[src/rtl/vga_win_arb_pkg.sv]
// Shared constants, window configuration record and helpers for the VGA window arbiter.
package vga_win_arb_pkg;

  localparam logic [2:0] FLD_X0   = 3'd0;
  localparam logic [2:0] FLD_Y0   = 3'd1;
  localparam logic [2:0] FLD_X1   = 3'd2;
  localparam logic [2:0] FLD_Y1   = 3'd3;
  localparam logic [2:0] FLD_CTRL = 3'd4;

  localparam logic [5:0] ADDR_BG     = 6'h20;
  localparam logic [5:0] ADDR_COMMIT = 6'h21;
  localparam logic [5:0] ADDR_BORDER = 6'h22;

  localparam logic [9:0] BLANK_XY = 10'h3FF;

  // Registered pixel-source selection, decoded by the output mux one cycle later
  localparam logic [1:0] SEL_BLANK  = 2'd0;
  localparam logic [1:0] SEL_BG     = 2'd1;
  localparam logic [1:0] SEL_SRC    = 2'd2;
  localparam logic [1:0] SEL_BORDER = 2'd3;

  typedef struct packed {
    logic [9:0] x0;
    logic [9:0] y0;
    logic [9:0] x1;
    logic [9:0] y1;
    logic       en;
  } win_cfg_t;

  function automatic logic in_range(input logic [9:0] v, input logic [9:0] lo,
                                    input logic [9:0] hi);
    return (v >= lo) && (v <= hi);
  endfunction

endpackage

[src/rtl/vga_win_arb_if.sv]
// Configuration write port of the VGA window arbiter: valid/ready with address and data.
interface vga_win_arb_if;

  logic        cfg_valid;
  logic        cfg_ready;
  logic [5:0]  cfg_addr;
  logic [15:0] cfg_wdata;

  modport master (
    output cfg_valid,
    output cfg_addr,
    output cfg_wdata,
    input  cfg_ready
  );

  modport slave (
    input  cfg_valid,
    input  cfg_addr,
    input  cfg_wdata,
    output cfg_ready
  );

endinterface

[src/rtl/vga_win_arb_cmp.sv]
// Per-source window comparator: inclusive rectangle hit test plus edge detect.
module vga_win_cmp
  import vga_win_arb_pkg::*;
(
  input  win_cfg_t   cfg,
  input  logic [9:0] pix_x,
  input  logic [9:0] pix_y,
  output logic       hit,
  output logic       on_edge
);

  // x0 > x1 or y0 > y1 can never satisfy both bounds, so such a window stays empty
  assign hit = cfg.en && in_range(pix_x, cfg.x0, cfg.x1) && in_range(pix_y, cfg.y0, cfg.y1);

  assign on_edge = (pix_x == cfg.x0) || (pix_x == cfg.x1) ||
                   (pix_y == cfg.y0) || (pix_y == cfg.y1);

endmodule

[src/rtl/vga_win_arb.sv]
// Per-pixel window arbiter with shadow/active window sets committed at frame end.
// Optional border colouring of window edges is enabled by defining VGA_WIN_ARB_BORDER_EN.
module vga_win_arb
  import vga_win_arb_pkg::*;
#(
  parameter int NUM_SRC = 4,
  parameter int H_VALID = 640,
  parameter int V_VALID = 480,
  parameter int DW      = 16
) (
  input  logic                  vga_clk,
  input  logic                  sys_rst,
  input  logic [9:0]            pix_x,
  input  logic [9:0]            pix_y,
  input  logic [NUM_SRC*DW-1:0] src_data,
  output logic [DW-1:0]         pix_data,
  output logic [NUM_SRC-1:0]    win_hit,
  output logic                  frame_commit,
  vga_win_arb_if.slave          cfg
);

  logic               wr_s;
  logic               commit_s;
  logic               frame_end_r;
  logic               commit_pend_r;
  win_cfg_t           shd_r [NUM_SRC];
  win_cfg_t           act_r [NUM_SRC];
  logic [DW-1:0]      bg_shd_r;
  logic [DW-1:0]      bg_act_r;
  logic [DW-1:0]      border_act_s;
  logic [NUM_SRC-1:0] hit_s;
  logic [NUM_SRC-1:0] edge_s;
  logic [NUM_SRC-1:0] win_oh_s;
  logic               any_hit_s;
  logic               win_edge_s;
  logic               blank_s;
  logic [1:0]         mode_s;
  logic [1:0]         mode_r;
  logic [NUM_SRC-1:0] win_hit_r;
  logic [DW-1:0]      src_pick_s;

  // While a commit is pending the port stalls, so a commit never coincides with a write
  assign cfg.cfg_ready = !commit_pend_r;
  assign wr_s          = cfg.cfg_valid && !commit_pend_r;
  assign commit_s      = frame_end_r && commit_pend_r;
  assign frame_commit  = commit_s;
  assign win_hit       = win_hit_r;

  // Frame-end flag: last active pixel of the frame seen on the previous cycle
  always_ff @(posedge vga_clk or posedge sys_rst) begin
    if (sys_rst) begin
      frame_end_r <= 1'b0;
    end else begin
      frame_end_r <= (pix_x == 10'(H_VALID - 1)) && (pix_y == 10'(V_VALID - 1));
    end
  end

  // Commit request latch; only a flag set before the frame-end cycle is honoured
  always_ff @(posedge vga_clk or posedge sys_rst) begin
    if (sys_rst) begin
      commit_pend_r <= 1'b0;
    end else if (commit_s) begin
      commit_pend_r <= 1'b0;
    end else if (wr_s && (cfg.cfg_addr == ADDR_COMMIT)) begin
      commit_pend_r <= 1'b1;
    end
  end

  // Shadow window writes; sources beyond NUM_SRC decode to nothing
  always_ff @(posedge vga_clk or posedge sys_rst) begin
    if (sys_rst) begin
      for (int s = 0; s < NUM_SRC; s++) begin
        shd_r[s] <= '0;
      end
    end else if (wr_s && !cfg.cfg_addr[5]) begin
      for (int s = 0; s < NUM_SRC; s++) begin
        if (int'(cfg.cfg_addr[4:3]) == s) begin
          case (cfg.cfg_addr[2:0])
            FLD_X0:   shd_r[s].x0 <= cfg.cfg_wdata[9:0];
            FLD_Y0:   shd_r[s].y0 <= cfg.cfg_wdata[9:0];
            FLD_X1:   shd_r[s].x1 <= cfg.cfg_wdata[9:0];
            FLD_Y1:   shd_r[s].y1 <= cfg.cfg_wdata[9:0];
            FLD_CTRL: shd_r[s].en <= cfg.cfg_wdata[0];
            default:  ;
          endcase
        end
      end
    end
  end

  // Shadow background colour write
  always_ff @(posedge vga_clk or posedge sys_rst) begin
    if (sys_rst) begin
      bg_shd_r <= '0;
    end else if (wr_s && (cfg.cfg_addr == ADDR_BG)) begin
      bg_shd_r <= cfg.cfg_wdata[DW-1:0];
    end
  end

  // Shadow-to-active copy, only on the frame-end commit so the picture never tears
  always_ff @(posedge vga_clk or posedge sys_rst) begin
    if (sys_rst) begin
      for (int s = 0; s < NUM_SRC; s++) begin
        act_r[s] <= '0;
      end
      bg_act_r <= '0;
    end else if (commit_s) begin
      act_r    <= shd_r;
      bg_act_r <= bg_shd_r;
    end
  end

`ifdef VGA_WIN_ARB_BORDER_EN
  localparam logic BORDER_EN = 1'b1;

  logic [DW-1:0] border_shd_r;
  logic [DW-1:0] border_act_r;

  // Border colour shadow write and frame-end commit
  always_ff @(posedge vga_clk or posedge sys_rst) begin
    if (sys_rst) begin
      border_shd_r <= '0;
      border_act_r <= '0;
    end else begin
      if (wr_s && (cfg.cfg_addr == ADDR_BORDER)) begin
        border_shd_r <= cfg.cfg_wdata[DW-1:0];
      end
      if (commit_s) begin
        border_act_r <= border_shd_r;
      end
    end
  end

  assign border_act_s = border_act_r;
`else
  localparam logic BORDER_EN = 1'b0;

  assign border_act_s = '0;
`endif

  for (genvar g = 0; g < NUM_SRC; g++) begin : g_cmp
    vga_win_cmp u_cmp (
      .cfg     (act_r[g]),
      .pix_x   (pix_x),
      .pix_y   (pix_y),
      .hit     (hit_s[g]),
      .on_edge (edge_s[g])
    );
  end

  assign blank_s = (pix_x == BLANK_XY) || (pix_y == BLANK_XY);

  // Fixed-priority encode: the lowest-index hitting window wins
  always_comb begin
    win_oh_s  = '0;
    any_hit_s = 1'b0;
    for (int i = 0; i < NUM_SRC; i++) begin
      win_oh_s[i] = hit_s[i] && !any_hit_s;
      any_hit_s   = any_hit_s || hit_s[i];
    end
    win_edge_s = |(win_oh_s & edge_s);
  end

  // Selection for the next cycle; blanking overrides any window that reaches 0x3FF
  always_comb begin
    mode_s = SEL_BLANK;
    if (blank_s) begin
      mode_s = SEL_BLANK;
    end else if (!any_hit_s) begin
      mode_s = SEL_BG;
    end else if (BORDER_EN && win_edge_s) begin
      mode_s = SEL_BORDER;
    end else begin
      mode_s = SEL_SRC;
    end
  end

  // Selection register: gives the single cycle of pix_x/pix_y to pix_data latency
  always_ff @(posedge vga_clk or posedge sys_rst) begin
    if (sys_rst) begin
      mode_r    <= SEL_BLANK;
      win_hit_r <= '0;
    end else begin
      mode_r    <= mode_s;
      win_hit_r <= blank_s ? '0 : win_oh_s;
    end
  end

  // Output mux; sources register their pixels one cycle late, matching the selection
  always_comb begin
    src_pick_s = '0;
    for (int i = 0; i < NUM_SRC; i++) begin
      src_pick_s = src_pick_s | (src_data[i*DW +: DW] & {DW{win_hit_r[i]}});
    end
    case (mode_r)
      SEL_BG:     pix_data = bg_act_r;
      SEL_SRC:    pix_data = src_pick_s;
      SEL_BORDER: pix_data = border_act_s;
      default:    pix_data = '0;
    endcase
  end

endmodule

[src/flat_wrapper.sv]
// flat-port wrapper written by rule: the top's interface ports become plain ports
module vga_win_arb_flat import vga_win_arb_pkg::*;
#(
  parameter int NUM_SRC = 4,
  parameter int H_VALID = 640,
  parameter int V_VALID = 480,
  parameter int DW      = 16
)
  (vga_clk, sys_rst, pix_x, pix_y, src_data, pix_data, win_hit, frame_commit, cfg_cfg_valid, cfg_cfg_addr, cfg_cfg_wdata, cfg_cfg_ready);
  vga_win_arb_if cfg_i ();
  input  logic vga_clk;
  input  logic sys_rst;
  input  logic [9:0] pix_x;
  input  logic [9:0] pix_y;
  input  logic [NUM_SRC*DW-1:0] src_data;
  output logic [DW-1:0] pix_data;
  output logic [NUM_SRC-1:0] win_hit;
  output logic frame_commit;
  input wire logic [$bits(cfg_i.cfg_valid)-1:0] cfg_cfg_valid;
  input wire logic [$bits(cfg_i.cfg_addr)-1:0] cfg_cfg_addr;
  input wire logic [$bits(cfg_i.cfg_wdata)-1:0] cfg_cfg_wdata;
  output wire logic [$bits(cfg_i.cfg_ready)-1:0] cfg_cfg_ready;
  assign cfg_i.cfg_valid = cfg_cfg_valid;
  assign cfg_i.cfg_addr = cfg_cfg_addr;
  assign cfg_i.cfg_wdata = cfg_cfg_wdata;
  assign cfg_cfg_ready = cfg_i.cfg_ready;
  vga_win_arb #(.NUM_SRC(NUM_SRC), .H_VALID(H_VALID), .V_VALID(V_VALID), .DW(DW)) u_core (.vga_clk(vga_clk), .sys_rst(sys_rst), .pix_x(pix_x), .pix_y(pix_y), .src_data(src_data), .pix_data(pix_data), .win_hit(win_hit), .frame_commit(frame_commit), .cfg(cfg_i));
endmodule
[config.mk]
export PLATFORM = sky130hd
export DESIGN_NAME = vga_win_arb_flat
export DESIGN_NICKNAME = d
export VERILOG_FILES = /design/src/rtl/vga_win_arb_pkg.sv /design/src/rtl/vga_win_arb_if.sv /design/src/rtl/vga_win_arb_cmp.sv /design/src/rtl/vga_win_arb.sv /design/src/flat_wrapper.sv
export SDC_FILE = /design/constraint.sdc
export NUM_CORES = 1
export LEC_CHECK = 0
export CAP_MARGIN = 5
export CORE_MARGIN = 4
export CORE_UTILIZATION = 60
export DETAILED_ROUTE_END_ITERATION = 12
export DONT_BUFFER_PORTS = 1
export PLACE_DENSITY = 0.76
export SYNTH_ARGS = -nofsm -noshare
export SYNTH_HDL_FRONTEND = slang
export SYNTH_SLANG_ARGS = --single-unit
[constraint.sdc]
create_clock -name vga_clk -period 32 [get_ports vga_clk]
set_clock_uncertainty 0.05 [all_clocks]
set_input_delay 6.4 -clock vga_clk [delete_from_list [all_inputs] [get_ports vga_clk]]
set_output_delay 6.4 -clock vga_clk [all_outputs]
set_load 0.01 [all_outputs]
==> metrics.yaml <==
drive_gt1_frac: 0.1837
crit_path_end_kind: "output pin"
clockBufferDepth: 3
gr-total-overflow: 0
outcome: "finished clean"
ctsResizeCount: 0
io_pins: 131
cts.sinks: 368
die_y_microns: 181.3
synth_seq_area_share: 0.5111
syn_inst: 1627
worst_pin_slew_ns: 1.041
grt_pass1_wl_microns: 69920
dr.pass1.iters: 5
antenna_found_initial: 6
grt_pass1_vias: 12570
setup_viol_count_final: 0
p_total_mw: 0.9391
crit_fanout: 1
ys_seq_elements: 368
wl_microns: 44760
numCtsBuffers: 39
ys_warn_count: 0
cp_cell_sequence: "a22oi_1 -> nand2_1 -> a22oi_1 -> nor2_1"
min_period_ns: 13.41
synth_most_common_cell: "dfrtp_1"
crit_arrival_ns: 6.96
grt_usage: 0.2709
cts_root_buffer: "clkbuf_16"
cts_hold_buf: 0
cts_tree: "built"
gp_congestion: 0.8796
core_sq_um: 29640
synth_common_cells: "dfrtp_1, mux2_2, nand2_1, o21ai_0, inv_1"
critPathMostFrequentCell: "a22oi_1"
layout.nets: 1877
crit_slowest_cell: "a22oi_1"
synth_top_cell_area_share: 0.5111
rsz0062_at_grt: "no"
leakagePower_nw: 9.352
num_vias: 12410
netlist_area_sq_um: 18020
maxCapViolations: 0
start_kind: "primary input"
synth.distinct_cells: 55
cts_max_level: 2
area_growth_syn_to_layout_pct: 8.555
power_density_nw_per_um2: 48.01
path_class: "primary input to output pin"
start_util: 0.6079
async_flop_share: 1.000
die_area_sq_um: 32870
grt_max_degree: 190
final.setup.tns_ns: 0
min_period_over_period: 0.4192
cp_slowest_stage_delay_ns: 0.19
port-buffer-count: 0
hold_path_class: "flip-flop to flip-flop"
clk_pin_slew_ns: 0.06
cts_setup_buffers: 0
drt_iter0_markers: 985
ys.flop_type: "dfrtp_1"
insertion_delay_ns: 0.52
max_freq_mhz: 74.56
synth_area_leader_cell: "dfrtp_1"
nFillCells: 2286
dp_hpwl_microns: 28140
fin_util: 0.6600
drc_errors: 0
syn-num-nets: 1898
synthTopCellsByArea: "dfrtp_1, mux2_2, ha_1, o21ai_0, nand2_1"
viasPerCell: 6.146
syn_area_per_cell_sq_um: 11.07
cp_data_required_time_ns: 25.55
synth-edff-count: 0
peakVddDrop_mv: 0.04533
antenna_left: 0
hold_viol: 0
maxSlewViolCount: 0
die_w_microns: 181.3
maxSlewHeadroom: 0.3042
routedWlPerCell_microns: 22.17
num_rows: 63
-- stage by stage --
| step | instance area [sq um] | worst slack (ns) | hold slack (ns) | cells |
|---|---|---|---|---|
| after global routing | 19560 | 18.50 | 0.4242 | 2018 |
| after floorplan | 18020 | 15.33 | 0.3758 | 1627 |
| after global placement | 18320 | 18.62 | 0.3952 | 1955 |
| after detailed placement | 18320 | 18.60 | 0.3964 | 1955 |
| final | 19560 | 18.59 | 0.4041 | 2019 |
| after CTS | 19560 | 18.58 | 0.4054 | 2018 |
-- kinds of logic after synthesis --
group	share of synthesized area
AO/OA/AOI/OAI	0.1049
adder cells (fa/ha/maj)	0.1125
buffers and inverters	0.04889
flip-flops	0.5111
multiplexers	0.1350
AND/OR/NAND/NOR	0.08770
-- worst paths after layout --
path | start | end | slack (ns) | depth (start not counted)
hold reg to reg | u_core.frame_end_r | u_core.commit_pend_r | 0.40 | 1
min in group asynchronous | sys_rst | u_core.shd_r[6] | 5.88 | 1
setup reg to reg | u_core.act_r[143] | u_core.mode_r[0] | 29.20 | 9
hold / removal | u_core.frame_end_r | u_core.commit_pend_r | 0.40 | 1
max in group asynchronous | sys_rst | u_core.act_r[117] | 24.48 | 2
setup / recovery | src_data[44] | pix_data[12] | 18.59 | 4
-- worst max-delay path: cells and delay by family --
kind	cells	cell delay, ns
compound gates	2	0.36
simple gates	2	0.20
-- cell type report --
cell class / count / area (sq um) / share of cell area
diodes: 1 / 2.502 / 0.0001279
clock buffers: 56 / 1172 / 0.05994
clock inverters: 7 / 62.56 / 0.003198
inverters: 167 / 641.9 / 0.03282
multi-input cells: 1026 / 7929 / 0.4054
flip-flops and latches: 368 / 9209 / 0.4708
well taps: 390 / 488.0 / 0.02495
repair buffers: 4 / 55.05 / 0.002815
-- cell usage in the layout, fill, tap and decap left out, types with 3 or more instances in the layout --
master and instances:
mux2_2 216, a2111oi_0 3, nand2b_1 8, nand2_2 4, nor4_1 3, o2111ai_1 3, a211oi_1 6, a22oi_1 48
nand2_1 190, o21a_1 6, o221ai_1 5, nor2_2 4, nor3_1 12, o21ai_0 167, a21oi_1 40, o22ai_1 3
nor4_4 3, a31oi_1 6, ha_1 162, nand3_1 15, a221oi_1 3, nor2_1 38, clkbuf_8 9, dfrtp_1 368
inv_1 165, a21o_1 17, and3_1 3, and4_1 4, clkbuf_16 41, nor3b_1 3, clkbuf_1 6, clkinv_2 5
nor2b_1 6, nand4_1 20
-- sequential cells by signal, summed over array words and instances, names as in the netlist --
signal	count
u_core.act_r	164
u_core.bg_act_r	16
u_core.bg_shd_r	16
u_core.commit_pend_r	1
u_core.frame_end_r	1
u_core.mode_r	2
u_core.shd_r	164
u_core.win_hit	4
-- power by group --
group	internal, mW	switching [mW]	total (mW)
clock	0.260	0.177	0.437
sequential	0.466	0.000366	0.467
combinational	0.0129	0.0225	0.0355
-- routing by layer --
layer | wire length [microns] | GRT usage | up-vias
li1 | - | - | 5598
met3 | 2901 | 0.05214 | 131
met2 | 20840 | 0.4336 | 442
met4 | 1767 | 0.09637 | 2
met1 | 19230 | 0.3737 | 6236
met5 | 13 | 0 | -
Power figures use the tool's default switching activity.
